## config.mk

```make
export PLATFORM = sky130hd
export DESIGN_NAME = seq_serializer
export DESIGN_NICKNAME = d
export VERILOG_FILES = /design/src/rtl/seq_serializer.sv
export SDC_FILE = /design/constraint.sdc
export NUM_CORES = 1
export LEC_CHECK = 0
export ABC_AREA = 1
export BUFFER_PORTS_ARGS = -buffer_cell sky130_fd_sc_hd__buf_2
export CAP_MARGIN = 10
export CORE_MARGIN = 2
export CORE_UTILIZATION = 44
export DETAILED_ROUTE_END_ITERATION = 10
export PLACE_DENSITY = 0.69
export SETUP_SLACK_MARGIN = 0.05
export SLEW_MARGIN = 20
export SYNTH_ARGS = -nofsm -noshare
export SYNTH_HDL_FRONTEND = slang
export SYNTH_SLANG_ARGS = --single-unit
```

## constraint.sdc

```tcl
create_clock -name clk -period 1.45 [get_ports clk]
set_clock_uncertainty 0.2 [all_clocks]
set_input_delay 0.145 -clock clk [delete_from_list [all_inputs] [get_ports clk]]
set_output_delay 0.145 -clock clk [all_outputs]
set_load 0.01 [all_outputs]
```

## src/rtl/seq_serializer.sv

```systemverilog
// Parallel-to-serial stage: WIDTH-bit words in over valid/ready, one bit per clk out.
// Define SEQ_SERIALIZER_PARITY_EN to append an even-parity bit (PAR state) after each word.
//
// state | meaning
// IDLE  | no word in flight, seq_out at IDLE_LEVEL, ready for a word
// SHIFT | data bits on seq_out, bitCnt = index of the bit currently shown
// PAR   | parity bit on seq_out (parity build only), ready for the next word
module seq_serializer #(
  parameter int WIDTH      = 8,
  parameter bit MSB_FIRST  = 1'b1,
  parameter bit IDLE_LEVEL = 1'b0
) (
  input  logic             clk,
  input  logic             rst,
  input  logic [WIDTH-1:0] data_in,
  input  logic             data_valid,
  output logic             data_ready,
  output logic             seq_out,
  output logic             seq_valid,
  output logic             frame_start,
  output logic             busy
);

  localparam int CNT_W = $clog2(WIDTH);
  localparam logic [CNT_W-1:0] LAST = CNT_W'(WIDTH - 1);

`ifdef SEQ_SERIALIZER_PARITY_EN
  typedef enum logic [1:0] {IDLE, SHIFT, PAR} state_t;
`else
  typedef enum logic [1:0] {IDLE, SHIFT} state_t;
`endif

  state_t           state;
  logic [CNT_W-1:0] bitCnt;
  logic [WIDTH-1:0] shiftReg;
  logic             lastBit;
  logic             accept;

  function automatic logic headBit(input logic [WIDTH-1:0] w);
    return MSB_FIRST ? w[WIDTH-1] : w[0];
  endfunction

  function automatic logic [WIDTH-1:0] shiftOnce(input logic [WIDTH-1:0] w);
    return MSB_FIRST ? (w << 1) : (w >> 1);
  endfunction

  assign lastBit = (state == SHIFT) && (bitCnt == LAST);
  assign busy    = (state != IDLE);

`ifdef SEQ_SERIALIZER_PARITY_EN
  logic parityBit;
  assign data_ready = !rst && ((state == IDLE) || (state == PAR));
`else
  assign data_ready = !rst && ((state == IDLE) || lastBit);
`endif

  assign accept = data_valid && data_ready;

  // accept can only occur in IDLE, PAR or on the last data bit, so it takes priority
  always_ff @(posedge clk) begin
    if (rst) begin
      state       <= IDLE;
      bitCnt      <= '0;
      shiftReg    <= '0;
      seq_out     <= IDLE_LEVEL;
      seq_valid   <= 1'b0;
      frame_start <= 1'b0;
`ifdef SEQ_SERIALIZER_PARITY_EN
      parityBit   <= 1'b0;
`endif
    end else if (accept) begin
      state       <= SHIFT;
      bitCnt      <= '0;
      shiftReg    <= shiftOnce(data_in);
      seq_out     <= headBit(data_in);
      seq_valid   <= 1'b1;
      frame_start <= 1'b1;
`ifdef SEQ_SERIALIZER_PARITY_EN
      parityBit   <= ^data_in;
`endif
    end else begin
      frame_start <= 1'b0;
      if (state == SHIFT && !lastBit) begin
        bitCnt    <= bitCnt + CNT_W'(1);
        shiftReg  <= shiftOnce(shiftReg);
        seq_out   <= headBit(shiftReg);
        seq_valid <= 1'b1;
`ifdef SEQ_SERIALIZER_PARITY_EN
      end else if (lastBit) begin
        state     <= PAR;
        bitCnt    <= '0;
        seq_out   <= parityBit;
        seq_valid <= 1'b1;
`endif
      end else begin
        state     <= IDLE;
        bitCnt    <= '0;
        seq_out   <= IDLE_LEVEL;
        seq_valid <= 1'b0;
      end
    end
  end

endmodule
```

### After elaboration in Yosys (flattened, before gate mapping)

Index checks and enable logic that the tools add are counted.

| storage, ports and cells | value |
|---|---|
| output and inout port bits | 5 |
| bits of input ports | 11 |
| register bits after elaboration | 14 |
| logic and storage cells | 29 |

| cells by class | value |
|---|---|
| reduce and logical (&&, ||, !) cells | 10 |
| bitwise operators | 1 |
| eq/ne operators | 2 |
| $add $sub $neg | 1 |
| muxes and demuxes | 9 |

Operators by type and width:

| cell | number |
|---|---|
| $mux 8 | 2 |
| $mux 1 | 7 |
| $logic_and 1x1->1 | 4 |
| $add 3x1->3 const B | 1 |
| $eq 3x3->1 const B | 1 |
| $reduce_or 3->1 | 1 |
| $logic_not 1->1 | 2 |
| $logic_not 2->1 | 1 |
| $ne 2x2->1 const B | 1 |
| $reduce_bool 2->1 | 1 |
| $logic_or 1x1->1 | 1 |
| $not 1->1 | 1 |

### Logic depth before layout (Yosys ltp)

Gate-level depths: netlist of the first run.

| depth | value |
|---|---|
| depth in word-level cells | 6 |
| depth in mapped cells | 8 |
| mapped depth without buffers | 8 |

### Worst setup path before layout of the first run

No wires, ideal clock.

| timing | value |
|---|---|
| kind | reg2reg |
| start point | register bitCnt[0] |
| end point | register shiftReg[2] |
| stages on the path, launching flop included | 9 |
| arrival time | 1141 ps |
| data required time | 1136 ps |
| period minus slack after synthesis | 1455 ps |
| path slack | -5 ps |
| path through | dfxtp_1 > ha_1 > ha_1 > inv_1 > nand2_4 > o21ai_4 > nor2_1 > nor2_1 > nor2_1 |

| on the way | value |
|---|---|
| word-level cells in the longest chain between the ends | 6 |

RTL lines:

| what | line | RTL |
|---|---|---|
| start: declaration | 34 | `logic [CNT_W-1:0] bitCnt;` |
| start signal: assignment | 84 | `bitCnt <= bitCnt + CNT_W'(1);` |
| $eq 3x3->1 (*) | 47 | `assign lastBit = (state == SHIFT) && (bitCnt == LAST);` |
| $logic_and 1x1->1 (*) | 47 |  |
| $logic_or 1x1->1 | 54 | `assign data_ready = !rst && ((state == IDLE) \|\| lastBit);` |
| $logic_and 1x1->1 | 54 |  |
| $logic_and 1x1->1 | 57 | `assign accept = data_valid && data_ready;` |
| $mux 8 or $reduce_bool 2->1 (tied branches) | -- |  |
| end signal: assignment | 74 | `shiftReg <= shiftOnce(data_in);` |
| end signal: assignment | 85 | `shiftReg <= shiftOnce(shiftReg);` |
| end: declaration | 35 | `logic [WIDTH-1:0] shiftReg;` |

Every way passes the cells marked *; elsewhere a longest branch is shown, timed or not.
A chain may end at the register's enable or synchronous reset.

### Final worst setup path of the first run

| timing | value |
|---|---|
| start point | register bitCnt[0] |
| end point | output data_ready |

| on the way | value |
|---|---|
| word-level cells in the longest chain between the ends | 4 |

RTL lines:

| what | line | RTL |
|---|---|---|
| $eq 3x3->1 | 47 |  |
| $logic_and 1x1->1 | 47 |  |
| $logic_or 1x1->1 | 54 |  |
| $logic_and 1x1->1 | 54 |  |
| end: declaration | 17 | `output logic data_ready,` |

No other way between the ends.

==> key figures, run 1 <==
Outcome
  • Status: finished with violations
  • Failing checks: setup timing

Die
  • IO Pins: 16
  • Placeable Area: roughly 1300 µm²
  • Initial Util: between 40% and 50%
  • Cell Rows: 13
  • Die ar.: around 1800 µm²
  • Die Y: approximately 42 µm
  • Horiz. Die Dim: 41.9 µm

Layout
  • ANT cells: 0
  • Share of layout cells above drive strength 1: 38.5%
  • Final nets: around 120
  • Core Util, Final: 64.2%
  • Area Overhead vs Synth: 33.9%
  • Commonest non-fill, non-tap cell in the layout: nor2_1
  • Finished Layout Cells: between 100 and 150
  • Most frequent cells in the layout: nor2_1 (23), buf_2 (15), nand2_1 (13)

Global routing
  • M2 GR Usage: a little over a quarter
  • Initial antenna violation count: 0
  • Total grt overflow: 0
  • Pin count of the biggest net entering global routing: 13
  • GR Util met3: just under 4%
  • Overall global routing resource usage: 16.2%
  • GR Util met1: between 10% and 20%
  • Most used routing layer: met2
  • First-pass GRT wire length: ~2100 µm
  • Vias in the first global route: between 500 and 600

Power and ir drop
  • Combinational share of power: ~15%
  • Maximum VDD drop: 0.000606 V
  • Pwr/cell area: just under 1000 nW/µm²
  • Pleak: between 0.3 and 0.4 nW
  • P_sw: between 0.2 and 0.25 mW
  • Net Sw Frac: between 20% and 30%
  • Reg power frac: between 40% and 50%
  • Internal power: a little over 0.6 mW
  • Clock power share: 35.1%

Logic synthesis
  • Post-synthesis cell area: between 600 and 700 µm²
  • Register area share after synthesis: approximately 44%
  • Cells after synthesis: 84
  • Mean post-synth cell area: ~7.5 µm²
  • #FFs+latches synth: 14
  • Synth Net Count: 97
  • Cell variety after synth: 18
  • Synthesis Warnings: 0

Clock network
  • Num CTS Buffers: 3
  • CTS tree: yes
  • CTS clk-pin slew, worst paths: around 0.09 ns
  • Clock Latency Late Sink: 0.29 ns
  • CTS Root Cell: clkbuf_4
  • Clk sink count: 14
  • H-tree depth: 1
  • CTS max path bufs: 2

Routing
  • Antenna Violating Nets Remaining: 0
  • Routed Wire Length: around 1300 µm
  • Initial DRC Count: 8
  • Via count: approximately 590
  • DRC: 0
  • WL per Instance: 10.4 µm
  • Via density per instance: between 4 and 5
  • DRT Pass-1 Iters: 4

STA
  • Min Tclk post-route: about 1.6 ns
  • Setup WS post-layout: -0.133 ns
  • Final slew viol count: 0
  • Max Clock Freq: between 0.6 and 0.7 GHz
  • Period utilization: 109%
  • Final Hold Vio Count: 0
  • Worst-Margin Slew: ~0.32 ns
  • Relative slew slack: between 70% and 80%
  • RSZ-0062 raised after global routing: true
  • Final setup viols: 9

Critical path
  • Worst Path Arrival: 1.24 ns
  • CP max FO: 2
  • Setup slack, reg-to-reg: -0.11 ns
  • Critical path class: reg -> out
  • Setup crit end kind: output port
  • CP Data Required Time: 1.11 ns
  • Setup crit start kind: flop

Placement
  • Post-Place Setup Slack: -0.0402 ns
  • GPL Wtd Cong: 0.688
  • Post-Place Cells: 114
  • Detailed Place HPWL: 850 µm
  • Port Buf Inserts: 15

Job
  • Max-Cap Viols: 0

Hold path
  • Min-delay worst type: in -> reg
## what timing repair did
| action | 4_1_cts | 5_1_grt |
|---|---|---|
| cloned | 0 | 0 |
| hold buffers | 3 | 0 |
| resized for setup | 6 | 2 |
| buffers inserted | 3 | 0 |
| pin swaps | 10 | 2 |
| setup endpoints to repair | 10 | 15 |
| endpoints found under the hold margin | 3 | 0 |
## final cells by class
type                            instances  area (µm²)
Tap cell                               15        18.8
Multi-Input combinational cell         54         305
Inverter                               14        60.1
Timing Repair Buffer                   23         143
Fill cell                             113         472
Clock buffer                            4        36.3
Sequential cell                        14         283
## path summary, 6_finish.rpt
check | from | endpoint | cells after the start
worst max-delay path | bitCnt[0] | data_ready | 5
worst min-delay path | rst | shiftReg[5] | 2
worst max register to register | bitCnt[0] | shiftReg[3] | 9
worst min register to register | bitCnt[0] | bitCnt[0] | 1
## state kept, by name, summed over array words and instances, names as in the netlist
| name | count |
|---|---|
| frame_start | 1 |
| bitCnt | 3 |
| seq_valid | 1 |
| shiftReg | 7 |
| seq_out | 1 |
| state | 1 |
## power groups by stage
stage,logic (mW),clock network [mW],registers [mW]
floorplan,0.0699,0,0.422
global placement,0.108,0,0.419
detailed placement,0.108,0,0.420
CTS,0.122,0.292,0.412
global route,0.138,0.310,0.413
finish,0.124,0.290,0.412
## layer usage
metal / wire, µm / share of wire (%)
met1: 540 / 42
met2: 640 / 50
met3: 73 / 5.7
met4: 38 / 2.9
met5: 0 / 0
## critical path, stage by stage, from the launching register on
cell and delay [ns]:
dfxtp_2 0.35, ha_4 0.16, ha_4 0.16, nor2_4 0.09, nor2_2 0.04, buf_2 0.15
## Yosys cell counts (all sizes together)
library cell	n	share of area, %
nand2	17	12
a21oi	1	1.4
o21ai	2	3.4
ha	2	4.0
nand3	1	0.79
nor2	25	16
nand4	6	5.9
dfxtp	14	44
inv	14	9.1
buf	2	3.0
## per-stage QoR
stage / hold WS (ns) / power [mW] / setup TNS [ns] / instance area (µm²)
CTS: 0.0167 / 0.826 / -0.842 / 841
global route: 0.0233 / 0.862 / -1.54 / 846
floorplan: 0.0638 / 0.492 / 0 / 634
finish: 0.0163 / 0.826 / -0.795 / 846
detailed placement: 0.175 / 0.528 / -0.180 / 724
global placement: 0.155 / 0.527 / -0.0307 / 724
## logic make-up after synthesis
logic type      count (synthesis)  synth area share, %
simple gates                   49                 34.9
buf+inv                        16                 12.1
flops                          14                 44.4
compound gates                  3                 4.75
fa+ha+maj                       2                 3.96
No activity file was read; power rests on OpenSTA's default activity.
==> inputs of run 2 (changes only) <==
--- a/config.mk
+++ b/config.mk
@@ -6,7 +6,7 @@
 export NUM_CORES = 1
 export LEC_CHECK = 0
 export ABC_AREA = 1
-export BUFFER_PORTS_ARGS = -buffer_cell sky130_fd_sc_hd__buf_2
+export BUFFER_PORTS_ARGS = -buffer_cell sky130_fd_sc_hd__clkbuf_2
 export CAP_MARGIN = 10
 export CORE_MARGIN = 2
 export CORE_UTILIZATION = 44
==> run 2 against run 1 <==
Against the previous run:
- global-route usage increased by 0.34 points
- the run still ends with setup timing left
- final cell count up 1.6%
- non-clock buffer count increased by 3
- via count fell by 1.5%
- fmax down 1.4%
- largest cell class unchanged
- first-iteration DRC count up 63%
- critical path depth did not move
- worst hold slack got worse by 0.014 ns
==> key figures, run 2 (synthesis results as in run 1) <==
Power and ir drop
  • P_sw: ~0.21 mW
  • Net Sw Frac: 26.8%
  • Reg power frac: a little over half
  • Clock power share: 28.3%
  • Combinational share of power: 18.1%
  • Pwr/cell area: around 870 nW/µm²
  • Pleak: between 0.4 and 0.5 nW
  • Maximum VDD drop: approximately 0.00062 V
  • Internal power: ~0.56 mW

STA
  • Relative slew slack: 82.3%
  • Min Tclk post-route: ~1.6 ns
  • Final setup viols: 11
  • Setup TNS: -0.670 ns
  • Final slew viol count: 0
  • RSZ-0062 raised after global routing: true
  • Worst-Margin Slew: roughly 0.27 ns
  • Final Hold Vio Count: 0
  • Max Clock Freq: 0.623 GHz
  • Period utilization: 111%
  • Setup WS post-layout: -0.156 ns

Die
  • IO Pins: 16
  • Die ar.: 1760 µm²
  • Initial Util: 48.0%
  • Die Y: 41.9 µm
  • Cell Rows: 13
  • Horiz. Die Dim: about 42 µm
  • Placeable Area: about 1300 µm²

Routing
  • Via density per instance: between 4 and 5
  • Routed Wire Length: 1370 µm
  • Antenna Violating Nets Remaining: 0
  • Via count: roughly 580
  • WL per Instance: approximately 11 µm
  • Initial DRC Count: 13
  • DRT Pass-1 Iters: 4
  • DRC: 0

Job
  • Max-Cap Viols: 0

Layout
  • Largest register FFs: 7
  • Share of layout cells above drive strength 1: between 30% and 40%
  • Area Overhead vs Synth: 41.0%
  • Final nets: about 130
  • Top Registers: shiftReg (7), bitCnt (3)
  • ANT cells: 0
  • Largest Register: shiftReg
  • Most frequent cells in the layout: nor2_1 (23), clkbuf_2 (15), nand2_1 (12), dfxtp_1 (12), inv_1 (8)
  • Final Instance Area: 891 µm²
  • Commonest non-fill, non-tap cell in the layout: nor2_1

Clock network
  • H-tree depth: 1
  • CTS clk-pin slew, worst paths: approximately 0.080 ns
  • Clock Latency Late Sink: roughly 0.27 ns
  • CTS tree: yes
  • Num CTS Buffers: 3
  • CTS Root Cell: clkbuf_4
  • Clk sink count: 14
  • CTS max path bufs: 2

Critical path
  • CP max FO: 2
  • CP Data Required Time: around 1.1 ns
  • Setup slack, reg-to-reg: -0.09 ns
  • Worst Path Arrival: roughly 1.3 ns
  • Setup crit start kind: flop
  • Critical path class: reg -> out
  • Setup crit end kind: output port

Outcome
  • Failing checks: setup timing
  • Status: finished with violations

Global routing
  • Pin count of the biggest net entering global routing: 10
  • Vias in the first global route: approximately 520
  • First-pass GRT wire length: around 2200 µm
  • Overall global routing resource usage: roughly 17%
  • Initial antenna violation count: 0
  • Total grt overflow: 0

Placement
  • Port Buf Inserts: 15
  • Post-DP Area: approximately 730 µm²
  • GPL Wtd Cong: roughly 0.70
  • Detailed Place HPWL: between 800 and 900 µm

Hold path
  • Min-delay worst type: in -> reg
[run 2: through the flow]
step	power (mW)	util, %	instances	setup WS, ns	hold WS, ns
after CTS	0.759	64.0	125	-0.131	0.00210
after global routing	0.808	67.6	126	-0.202	0.000588
after floorplan	0.492	-	84	0.0512	0.0638
after detailed placement	0.532	55.6	115	-0.0367	0.158
final	0.772	67.6	126	-0.156	0.00273
after global placement	0.529	55.6	115	0.00782	0.155
[run 2: worst paths after layout]
check	from	endpoint	cells past startpoint
hold / removal	rst	seq_valid	2
setup / recovery	bitCnt[0]	data_ready	5
hold reg to reg	bitCnt[0]	bitCnt[0]	1
setup reg to reg	bitCnt[0]	shiftReg[2]	9
[run 2: cell type report]
cell class / count / area [µm²]
inverters: 14 / 62.6
multi-input cells: 54 / 322
clock buffers: 3 / 22.5
repair buffers: 26 / 183
fillers: 101 / 427
flip-flops and latches: 14 / 283
well taps: 15 / 18.8
[run 2: repair_timing]
action	CTS	global route
buffers inserted	3	1
gates resized for setup	5	11
endpoints found under the setup margin	11	15
endpoints found under the hold margin	3	0
hold buffers	4	0
pin swaps	10	11
[run 2: metal layers]
layer  track usage [%]  vias to the layer above  part of all wire, %
li1                  -                      311                    -
met4              7.74                        0                  1.1
met2              28.1                        9                   51
met1              19.4                      256                   45
met3              3.91                        2                  3.0
met5                 0                        -                    0
[run 2: power by group through the flow]
stage / Sequential (mW) / Combinational [mW] / Clock (mW)
3_3_place_gp: 0.420 / 0.110 / 0
5_1_grt: 0.416 / 0.153 / 0.239
3_5_place_dp: 0.421 / 0.111 / 0
2_1_floorplan: 0.422 / 0.0699 / 0
4_1_cts: 0.413 / 0.127 / 0.220
6_report: 0.414 / 0.140 / 0.218
[run 2: worst max-delay path, stage by stage, from the launching register on]
cell      delay [ns]
dfxtp_2         0.34
ha_4            0.16
ha_4            0.16
nor2_4          0.13
nor2_2          0.06
clkbuf_2        0.13
